## config.mk

```make
export PLATFORM = sky130hd
export DESIGN_NAME = bemf_sampler
export DESIGN_NICKNAME = d
export VERILOG_FILES = /design/src/rtl/bemf_sampler.sv
export SDC_FILE = /design/constraint.sdc
export NUM_CORES = 1
export LEC_CHECK = 0
export CAP_MARGIN = 40
export CORE_MARGIN = 2
export CORE_UTILIZATION = 41
export DETAILED_ROUTE_END_ITERATION = 16
export PLACE_DENSITY = 0.76
export SYNTH_ARGS = -nofsm -noshare
export SYNTH_HDL_FRONTEND = slang
export SYNTH_SLANG_ARGS = --single-unit
```

## constraint.sdc

```tcl
create_clock -name clk -period 4.6 [get_ports clk]
set_clock_uncertainty 0.15 [all_clocks]
set_input_delay 0.69 -clock clk [delete_from_list [all_inputs] [get_ports clk]]
set_output_delay 0.69 -clock clk [all_outputs]
set_load 0.02 [all_outputs]
```

## src/rtl/bemf_sampler.sv

```systemverilog
// Back-EMF sampling sequencer.
// Every INTERVAL cycles (when enabled and idle) it raises bemf_sensing to gate
// the motor PWM off, waits SETTLE cycles, then converts motors 0..3 in order
// through a req/ack handshake. All four readings and the per-channel timeout
// flags are published in one cycle, marked by a bemf_update pulse.
//
// Ports:
//   clk, rst       - clock, asynchronous active-high reset
//   sample_en      - permits new windows to start
//   adc_ack        - ADC conversion done, adc_data valid while high
//   adc_data       - ADC result
//   bemf_sensing   - high for the whole window (to the PWM stage)
//   adc_req        - conversion request (level)
//   adc_chan       - motor index of the current request
//   bemf0..bemf3   - last published readings
//   bemf_update    - one-cycle pulse when bemf0..3 / bemf_err change
//   bemf_err       - per-channel timeout flags from the last window
module bemf_sampler #(
    parameter int unsigned INTERVAL = 65536,
    parameter int unsigned SETTLE   = 2048,
    parameter int unsigned TIMEOUT  = 1024,
    parameter int unsigned DATA_W   = 10
) (
    input  logic              clk,
    input  logic              rst,
    input  logic              sample_en,
    input  logic              adc_ack,
    input  logic [DATA_W-1:0] adc_data,
    output logic              bemf_sensing,
    output logic              adc_req,
    output logic [1:0]        adc_chan,
    output logic [DATA_W-1:0] bemf0,
    output logic [DATA_W-1:0] bemf1,
    output logic [DATA_W-1:0] bemf2,
    output logic [DATA_W-1:0] bemf3,
    output logic              bemf_update,
    output logic [3:0]        bemf_err
);

    localparam int unsigned INT_W = $clog2(INTERVAL);
    localparam int unsigned SET_W = $clog2(SETTLE) + 1;
    localparam int unsigned TO_W  = $clog2(TIMEOUT) + 1;

    typedef enum logic [2:0] {
        S_IDLE    = 3'd0,
        S_SETTLE  = 3'd1,
        S_REQ     = 3'd2,
        S_RELEASE = 3'd3,
        S_DONE    = 3'd4
    } state_t;

    state_t            state_q, state_d;
    logic [INT_W-1:0]  ivl_cnt_q, ivl_cnt_d;
    logic [SET_W-1:0]  settle_cnt_q, settle_cnt_d;
    logic [TO_W-1:0]   wait_cnt_q, wait_cnt_d;
    logic [1:0]        chan_q, chan_d;
    logic [DATA_W-1:0] shadow_q [4];
    logic [DATA_W-1:0] shadow_d [4];
    logic [3:0]        err_q, err_d;

    logic              sensing_q, sensing_d;
    logic              req_q, req_d;
    logic [DATA_W-1:0] bemf_q [4];
    logic [DATA_W-1:0] bemf_d [4];
    logic              update_q, update_d;
    logic [3:0]        bemf_err_q, bemf_err_d;

    logic win_opp;
    logic settle_done;
    logic timeout_hit;

    assign win_opp     = (ivl_cnt_q == INT_W'(INTERVAL - 1));
    assign settle_done = (settle_cnt_q == SET_W'(SETTLE - 1));
    assign timeout_hit = (wait_cnt_q == TO_W'(TIMEOUT - 1));

    // State register
    always_ff @(posedge clk or posedge rst) begin
        if (rst) begin
            state_q <= S_IDLE;
        end else begin
            state_q <= state_d;
        end
    end

    // Next-state logic
    always_comb begin
        state_d = state_q;
        case (state_q)
            S_IDLE:    if (win_opp && sample_en) state_d = S_SETTLE;
            S_SETTLE:  if (settle_done) state_d = S_REQ;
            S_REQ:     if (adc_ack || timeout_hit) state_d = S_RELEASE;
            S_RELEASE: if (!adc_ack) state_d = (chan_q == 2'd3) ? S_DONE : S_REQ;
            S_DONE:    state_d = S_IDLE;
            default:   state_d = S_IDLE;
        endcase
    end

    // Counters, channel index and shadow capture
    always_comb begin
        ivl_cnt_d    = win_opp ? '0 : ivl_cnt_q + INT_W'(1);
        settle_cnt_d = (state_q == S_SETTLE) ? settle_cnt_q + SET_W'(1) : '0;
        wait_cnt_d   = (state_q == S_REQ) ? wait_cnt_q + TO_W'(1) : '0;
        chan_d       = chan_q;
        shadow_d     = shadow_q;
        err_d        = err_q;
        if (state_q == S_SETTLE && state_d == S_REQ) begin
            chan_d = 2'd0;
        end
        if (state_q == S_RELEASE && state_d == S_REQ) begin
            chan_d = chan_q + 2'd1;
        end
        // Ack wins over a coincident timeout
        if (state_q == S_REQ) begin
            if (adc_ack) begin
                shadow_d[chan_q] = adc_data;
                err_d[chan_q]    = 1'b0;
            end else if (timeout_hit) begin
                shadow_d[chan_q] = '1;
                err_d[chan_q]    = 1'b1;
            end
        end
    end

    // Output logic: decoded from the next state so registered outputs align with it
    always_comb begin
        sensing_d  = (state_d != S_IDLE);
        req_d      = (state_d == S_REQ);
        update_d   = (state_d == S_DONE);
        bemf_d     = bemf_q;
        bemf_err_d = bemf_err_q;
        if (state_d == S_DONE) begin
            bemf_d     = shadow_q;
            bemf_err_d = err_q;
        end
    end

    // Datapath and output registers
    always_ff @(posedge clk or posedge rst) begin
        if (rst) begin
            ivl_cnt_q    <= '0;
            settle_cnt_q <= '0;
            wait_cnt_q   <= '0;
            chan_q       <= '0;
            err_q        <= '0;
            sensing_q    <= 1'b0;
            req_q        <= 1'b0;
            update_q     <= 1'b0;
            bemf_err_q   <= '0;
            for (int i = 0; i < 4; i++) begin
                shadow_q[i] <= '0;
                bemf_q[i]   <= '0;
            end
        end else begin
            ivl_cnt_q    <= ivl_cnt_d;
            settle_cnt_q <= settle_cnt_d;
            wait_cnt_q   <= wait_cnt_d;
            chan_q       <= chan_d;
            err_q        <= err_d;
            sensing_q    <= sensing_d;
            req_q        <= req_d;
            update_q     <= update_d;
            bemf_err_q   <= bemf_err_d;
            for (int i = 0; i < 4; i++) begin
                shadow_q[i] <= shadow_d[i];
                bemf_q[i]   <= bemf_d[i];
            end
        end
    end

    assign bemf_sensing = sensing_q;
    assign adc_req      = req_q;
    assign adc_chan     = chan_q;
    assign bemf0        = bemf_q[0];
    assign bemf1        = bemf_q[1];
    assign bemf2        = bemf_q[2];
    assign bemf3        = bemf_q[3];
    assign bemf_update  = update_q;
    assign bemf_err     = bemf_err_q;

endmodule

```

=== Word-level counts from Yosys, hierarchy flattened ===
Index checks and enable logic that the tools add are counted.

* Add/subtract/negate cells: 4
* Order comparisons: 4
* Eq/ne operators: 9
* Muxes and demuxes: 20
* Bitwise operators: 5
* Reductions and logical operators: 11

{| class="wikitable"
|+ Operator list
! operator !! number
|-
| 40-bit 2-to-1 mux || 2
|-
| 40-bit bitwise mux || 1
|-
| 40-bit bitwise OR || 1
|-
| 10-bit demux with 2-bit select || 1
|-
| 16-bit by 1-bit adder with 16-bit output, second input constant || 1
|-
| 16-bit == test, second input constant || 1
|-
| 16-bit 2-to-1 mux || 1
|-
| 3-bit 2-to-1 mux || 5
|-
| 12-bit by 1-bit adder with 12-bit output, second input constant || 1
|-
| 12-bit by 11-bit == test with 1-bit output, second input constant || 1
|-
| 12-bit 2-to-1 mux || 1
|-
| 3-bit case mux with 4 select lines || 1
|-
| 11-bit by 1-bit adder with 11-bit output, second input constant || 1
|-
| 11-bit by 10-bit == test with 1-bit output, second input constant || 1
|-
| 11-bit 2-to-1 mux || 1
|-
| 10-bit 2-to-1 mux || 1
|-
| 3-bit by 2-bit == test with 1-bit output, second input constant || 3
|-
| 4-bit 2-to-1 mux || 2
|-
| 1-bit logical AND || 5
|-
| 4-bit bitwise AND || 1
|-
| 2-bit 2-to-1 mux || 2
|-
| 4-bit NOT || 1
|-
| 4-bit bitwise OR || 1
|-
| 2-bit nonzero test || 2
|-
| other kinds (15) || 15
|}

* Flip-flop bits (word level): 135
* Output and inout bits: 49

=== Longest topological paths before layout ===
Gate-level depths: netlist of the first run.

* Depth after elaboration: 8
* Gate-level depth with buffers: 7
* Gate-level depth less buffers: 6

=== Least setup slack after synthesis of the first run ===
OpenSTA, ideal clock, no wires.

* Path kind: input -> register
* Start point: input adc_ack
* End point: register bemf_q (netlist bit bemf1[8])
* Arrival: 1.806 ns
* Setup slack: 2.519 ns
* Cell stages on the path: 4
* Path buffers: 1
* Cell sequence: nand3b_1 > nor3_4 > buf_2 > mux2_2

* Word-level cells in the longest chain between the ends: 4
* Elaborated cells between the ends (all ways): 5
* Classes of those cells: eq/ne (1); mux (3); reduce/logical (1)

{| class="wikitable"
|+ Ends and longest elaborated chain
! what !! RTL line !! text
|-
| start: declaration || 27 || <nowiki>input logic adc_ack,</nowiki>
|-
| 1-bit logical OR || 91 || <nowiki>S_REQ: if (adc_ack || timeout_hit) state_d = S_RELEASE;</nowiki>
|-
| 3-bit 2-to-1 mux || 91 ||
|-
| 3-bit case mux with 4 select lines (*) || 88 || <nowiki>case (state_q)</nowiki>
|-
| 3-bit == test (*) || 131 || <nowiki>if (state_d == S_DONE) begin</nowiki>
|-
| end signal: indexed assignment || 165 || <nowiki>bemf_q[i] <= bemf_d[i];</nowiki>
|-
| end: declaration || 63 || <nowiki>logic [DATA_W-1:0] bemf_q [4];</nowiki>
|}

Mark *: on every way between the ends. The rest lies on a longest branch, timed or not.
A chain may end at the register's enable or synchronous reset.

=== Worst setup path after layout of the first run ===
* Start point: register wait_cnt_q[0]
* End point: register shadow_q[1] (netlist bit)

* Word-level cells in the longest chain between the ends: 3

{| class="wikitable"
|+ Ends and longest elaborated chain
! what !! RTL line !! text
|-
| start: declaration || 55 || <nowiki>logic [TO_W-1:0] wait_cnt_q, wait_cnt_d;</nowiki>
|-
| start signal: assignment || 156 || <nowiki>wait_cnt_q <= wait_cnt_d;</nowiki>
|-
| 11-bit by 10-bit == test with 1-bit output || 74 || <nowiki>assign timeout_hit = (wait_cnt_q == TO_W'(TIMEOUT - 1));</nowiki>
|-
| 2-bit nonzero test (no line) || - ||
|-
| 2-bit AND reduction (no line) || - ||
|-
| end signal: indexed assignment || 164 || <nowiki>shadow_q[i] <= shadow_d[i];</nowiki>
|-
| end: declaration || 57 || <nowiki>logic [DATA_W-1:0] shadow_q [4];</nowiki>
|}

No other way between the ends.

==> summary.txt, run 1 <==
Run status
  • Status: finished clean

Global routing
  • Global-route wire length before repair: around 18,000 um
  • Vias in the first global route: 3,444
  • Global-route usage over all layers: 15.70%
  • Total gr overflow: 0
  • Initial antenna violation count: 0
  • Largest net degree at the start of global routing: just over 60

Synth
  • Top cells by area, synth: dfrtp_1 (60%), mux2_4 (8.0%), mux2_2 (7.6%)
  • Count leader, synth: dfrtp_1
  • EDFF count, synth: 0
  • Syn nets: 428
  • Gate Count Post-Synth: 407
  • Mapped Area: 5657 um2
  • Syn avg cell area: 13.90 um2
  • Yosys warning count: 0
  • Commonest cells post-synth: dfrtp_1 (135), nor2_1 (39), mux2_2 (38)
  • Post-synthesis cell type count: 38
  • Synth area leader: dfrtp_1
  • Synthesis-stage register bit count: 135
  • Seq/Total Area, Yosys: around 60%
  • Primary FF master, synth: dfrtp_1
  • Top cell type's share of synthesized area: 59.72%
  • Post-synthesis async set-or-reset flop share: 100.0%

Layout
  • Fillers: 1,069
  • Final Core Density: ~53%
  • Share of post-route cells with drive strength above 1: a little under a quarter
  • Antenna fix cells: 0
  • Area grow syn2layout: 26.17%
  • Final nets: ~500

Power and ir drop
  • Comb power frac: 25.8%
  • Net Switching: 1.270 mW
  • Internal: 3.039 mW
  • PwrDens: roughly 600 nW/um2
  • Leakage Power: approximately 3.3 nW
  • Switching share of power: between 20 and 30%
  • Sequential power share: 41.4%
  • Maximum VDD drop: 0.0003397 V
  • Clk network pwr share: 32.8%

Placement
  • Detail Placement HPWL: approximately 7000 um
  • Routability cong.: 0.7843
  • I/O Buffers: 62

Timing
  • Min Clock Period, post-route: 2.867 ns
  • F_max: 348.8 MHz
  • Worst Tran Pin Value: 0.6389 ns
  • RSZ-0062 raised after global routing: false
  • Number of setup violations in the final report: 0
  • Fin crit share: 62.33%
  • Slew HR: 57.27%
  • Pins Over Slew Limit: 0
  • Final Hold Vio Count: 0
  • Setup tns final: 0 ns

Drt
  • Detail Route Antenna Nets: 0
  • Drt pass-1 iters: 4
  • WL final: 10,770 um
  • Iter 0 DRT Violations: between 200 and 250
  • DRC viols: 0
  • Wirelength per Cell: 16.05 um
  • DR vias: 3,297
  • Vias per cell: 4.914

Worst setup path
  • FF-to-FF setup slack: between 1.5 and 2 ns
  • Peak per-stage delay on the critical path: 0.59 ns
  • Crit-path cells: ha_1 -> and4_1 -> a41oi_2 -> nor2_4 -> and2_1 -> mux2_1
  • Setup crit start kind: flop
  • Crit end category: flop
  • CP max stage cell: and2_1
  • CP required: 4.72 ns
  • R2r endpoint: shadow_q[1]
  • WP data arrival: 2.99 ns
  • Worst r2r path cells: 6
  • Reg-to-Reg Start: wait_cnt_q[0]
  • Critical path type: reg -> reg
  • Worst-path fanout max: 11

CTS
  • Root Buffer: clkbuf_16
  • Worst-Skew Late Latency: approximately 0.4 ns
  • Max Buffers Root-to-Sink: 2
  • CTS tree: yes
  • Clk pin slew, worst setup/hold paths: 0.06 ns
  • H-tree levels: 4
  • Cts hold-fix bufs: 0
  • TritonCTS buffer count: 17
  • Post-CTS Setup Inserts: 0
  • CTS resizes: 0
  • CTS Sinks: 135

Hold path
  • Min-Delay Path Class: reg -> reg
  • WHS Path Cells: 1
  • Hold Path End: ivl_cnt_q[6]
  • Hold_sp: ivl_cnt_q[6]

Floorplanning
  • Row Count: 42
  • I/O pin cnt: 63
  • Die Wd: 121.5 um
  • Die height: ~120 um
  • Core area: 13,350 um2
  • Die ar.: 14,750 um2
  • Initial Util: 42.38%

Run
  • Max cap viols: 0
## layout by cell type, fill, tap and decap left out, drive strengths merged, types with 4 or more instances in the layout
| master | count |
|---|---|
| and3 | 6 |
| a21oi | 4 |
| xnor2 | 13 |
| clkinv | 4 |
| mux2 | 84 |
| nor2b | 4 |
| nor3 | 4 |
| buf | 4 |
| nand3 | 13 |
| dfrtp | 135 |
| ha | 7 |
| inv | 16 |
| nand2 | 18 |
| and4 | 5 |
| clkdlybuf4s50 | 62 |
| nor2 | 40 |
| clkbuf | 18 |
| nand2b | 10 |
| nand4 | 6 |
| xor2 | 19 |
## worst max-delay path: cells and delay by family (launching register included)
family	cells	cell delay [ns]
compound gates	1	0.18
fa+ha+maj	1	0.23
flops	1	0.40
mux	1	0.40
simple gates	3	1.36
## power groups by stage
stage / clock network [mW] / logic, mW / registers, mW
after CTS: 1.44 / 1.13 / 1.78
final: 1.41 / 1.11 / 1.78
after global placement: 0 / 1.08 / 1.78
after global routing: 1.49 / 1.19 / 1.82
after floorplan: 0 / 0.552 / 1.89
after detailed placement: 0 / 1.11 / 1.79
## cell families after synthesis
logic type / count (synthesis) / synth area share, %
DFF: 135 / 59.72
xor gates and xnor gates: 32 / 4.955
buffers and inverters: 20 / 1.792
muxes: 87 / 19.24
AOI/OAI and AO/OA: 14 / 1.770
and+or+nand+nor: 112 / 10.97
adders and majority gates: 7 / 1.548
## through the flow
step | setup slack (ns) | power (mW) | area, um2 | hold WS, ns | instances
after floorplan | 0.1489 | 2.438 | 5657 | 0.2888 | 407
after global placement | 1.522 | 2.853 | 6484 | 0.3058 | 638
after detailed placement | 1.434 | 2.902 | 6511 | 0.3113 | 639
after CTS | 1.726 | 4.349 | 7137 | 0.3214 | 671
after global routing | 1.619 | 4.507 | 7137 | 0.3259 | 671
final | 1.733 | 4.309 | 7137 | 0.3169 | 671
## flip-flops by register name, summed over array words and instances (netlist names), named ones only
signal and cells:
bemf_sensing 1, bemf_update 1, settle_cnt_q 12, shadow_q 40, bemf3 10, bemf_err 4
ivl_cnt_q 16, adc_req 1, bemf1 10, bemf2 10, state_q 3, wait_cnt_q 11
bemf0 10, adc_chan 2
## worst max-delay path by stage
stage	startpoint	cells past startpoint	to
after detailed placement	adc_ack	6	shadow_q[9]
after global routing	wait_cnt_q[0]	6	shadow_q[1]
after floorplan	rst	1	async pin
after global placement	adc_ack	6	shadow_q[9]
after CTS	wait_cnt_q[0]	6	shadow_q[1]
final	wait_cnt_q[0]	6	shadow_q[1]
## cell type report
cell class	instances	area [um2]	area share [%]
Clock buffer	18	439.2	6.154
Clock inverter	14	186.4	2.612
Inverter	10	40.04	0.5610
Multi-Input combinational cell	252	2177	30.50
Sequential cell	135	3378	47.34
Tap cell	176	220.2	3.086
Timing Repair Buffer	66	695.7	9.748
## routing by layer
layer | up-vias | track usage (%) | wire [um] | share of wire (%)
met5 | - | 0 | 0 | 0
met4 | 0 | 5.675 | 81 | 0.75
met3 | 6 | 3.994 | 401 | 3.7
li1 | 1553 | - | - | -
met1 | 1672 | 19.74 | 4915 | 46
met2 | 66 | 26.26 | 5374 | 50
(Power assumes the default switching activity.)
==> inputs of run 2 (changes only) <==
- clock period: 4.6 -> 2.55 ns (I/O delays scaled with it)
==> run 2 against run 1 <==
Sequential share of layout area decreased by 0.26 points. Cell count rose by 1.0%. Via count grew 2.2%. Sequential power rose by 78%. Largest power group unchanged. Highest routed layer unchanged.
==> summary.txt, run 2 (synthesis gave the netlist of run 1 again) <==
Run status
  • Status: finished clean

Layout
  • Biggest register: shadow_q
  • Top flop regs: shadow_q: 40 flops, ivl_cnt_q: 16 flops, settle_cnt_q: 12 flops
  • Fillers: 1,099
  • Max reg flops: 40
  • Commonest non-fill, non-tap cell in the layout: dfrtp_1
  • Share of post-route cells with drive strength above 1: between 20% and 30%
  • Final Core Density: 53.76%
  • Commonest non-fill, non-tap cells in the layout: dfrtp_1 (135), clkdlybuf4s50_1 (62), nor2_1 (39)
  • Final nets: 510
  • Area grow syn2layout: 26.85%
  • Area of the multi-input gates: roughly 2200 um2
  • Antenna fix cells: 0
  • Register area: between 3000 and 4000 um2

Power and ir drop
  • PwrDens: 1083 nW/um2
  • Maximum VDD drop: 0.0005233 V
  • Leakage Power: approximately 3.3 nW

CTS
  • Clk pin slew, worst setup/hold paths: 0.06 ns
  • Max Buffers Root-to-Sink: 2
  • Worst-Skew Late Latency: approximately 0.42 ns
  • TritonCTS buffer count: 17
  • Root Buffer: clkbuf_16
  • CTS tree: yes
  • CTS Sinks: 135
  • H-tree levels: 4

Timing
  • Number of setup violations in the final report: 0
  • Final Hold Vio Count: 0
  • Worst Tran Pin Value: 0.7338 ns
  • Min Clock Period, post-route: 2.427 ns
  • Setup tns final: 0 ns
  • Fin crit share: between 90 and 100%
  • Slew HR: 51.08%
  • F_max: slightly above 400 MHz
  • Pins Over Slew Limit: 0
  • RSZ-0062 raised after global routing: false

Floorplanning
  • Die ar.: 14,750 um2
  • Core area: 13,350 um2
  • Die Wd: 121.5 um
  • I/O pin cnt: 63
  • Initial Util: 42.38%
  • Row Count: 42
  • Die height: 121.5 um

Worst setup path
  • Setup crit start kind: flop
  • Worst-path fanout max: 5
  • CP max stage cell: dfrtp_1
  • Peak per-stage delay on the critical path: 0.41 ns
  • Crit-path cells: ha_1 -> and4_1 -> a41oi_2 -> nor2_4 -> buf_4 -> buf_4 -> a311oi_4 -> o211ai_1
  • CP required: 2.66 ns
  • Crit end category: flop
  • Most frequent CP cell: buf_4
  • Critical path type: reg -> reg
  • WP data arrival: ~2.5 ns

Run
  • Max cap viols: 0

Global routing
  • Largest net degree at the start of global routing: 136
  • Total gr overflow: 0
  • Global-route usage over all layers: ~16%
  • Initial antenna violation count: 0
  • Global-route wire length before repair: 18,040 um
  • Vias in the first global route: 3,572

Drt
  • Vias per cell: around 5
  • Wirelength per Cell: around 16 um
  • Iter 0 DRT Violations: 214
  • Detail Route Antenna Nets: 0
  • DR vias: 3,369
  • Drt pass-1 iters: 4
  • WL final: 10,830 um
  • DRC viols: 0

Placement
  • Routability cong.: slightly above 0.7
  • Detail Placement HPWL: 6879 um
  • I/O Buffers: 62

Hold path
  • Min-Delay Path Class: in -> async
[run 2: metal layers]
metal	global-route usage (%)	wire [um]	up-vias
li1	-	-	1567
met1	19.89	4812	1716
met2	26.54	5449	76
met3	4.934	468	10
met4	4.310	100	0
met5	0	0	-
[run 2: metrics by stage]
step	cells	area [um2]	hold slack, ns	total power, mW	setup slack, ns
after floorplan	407	5660	0.2888	4.399	0.3383
after global placement	643	6523	0.3066	5.153	0.06475
after detailed placement	643	6523	0.3207	5.236	-0.03723
after CTS	678	7164	0.3307	7.816	0.1432
after global routing	678	7176	0.3489	8.157	0.02083
final	678	7176	0.3291	7.773	0.1233
[run 2: final timing paths]
kind	start	endpoint	slack, ns	cells past startpoint
min in group clk	ivl_cnt_q[6]	ivl_cnt_q[6]	0.33	1
max in group asynchronous	rst	bemf1[7]	1.34	3
min reg2reg	ivl_cnt_q[6]	ivl_cnt_q[6]	0.33	1
max reg2reg	wait_cnt_q[0]	bemf_sensing	0.12	8
max	wait_cnt_q[0]	bemf_sensing	0.12	8
min	rst	bemf2[1]	0.33	3
[run 2: cell type report]
cell class                 count  area share (%)
inverter                      10          0.5754
timing repair buffer          73           10.15
sequential                   135           47.08
multi-input combinational    252           30.50
clock inverter                15           2.703
clock buffer                  17           5.929
tap                          176           3.069
[run 2: where the power goes]
| part | total [mW] | internal [mW] | switching (mW) |
|---|---|---|---|
| Sequential | 3.17 | 2.78 | 0.389 |
| Combinational | 2.07 | 1.13 | 0.935 |
| Clock | 2.53 | 1.56 | 0.969 |
[run 2: repair_timing]
action,CTS,global route
pin swaps,1,0
buffers inserted,3,0
hold buffers,0,0
setup endpoints to repair,10,1
gates resized for setup,0,1
[run 2: critical path: cells and delay by family (launching register included)]
family | cells | cell delay (ns)
compound gates | 3 | 0.75
flops | 1 | 0.41
buf+inv | 2 | 0.37
simple gates | 2 | 0.34
fa+ha+maj | 1 | 0.25
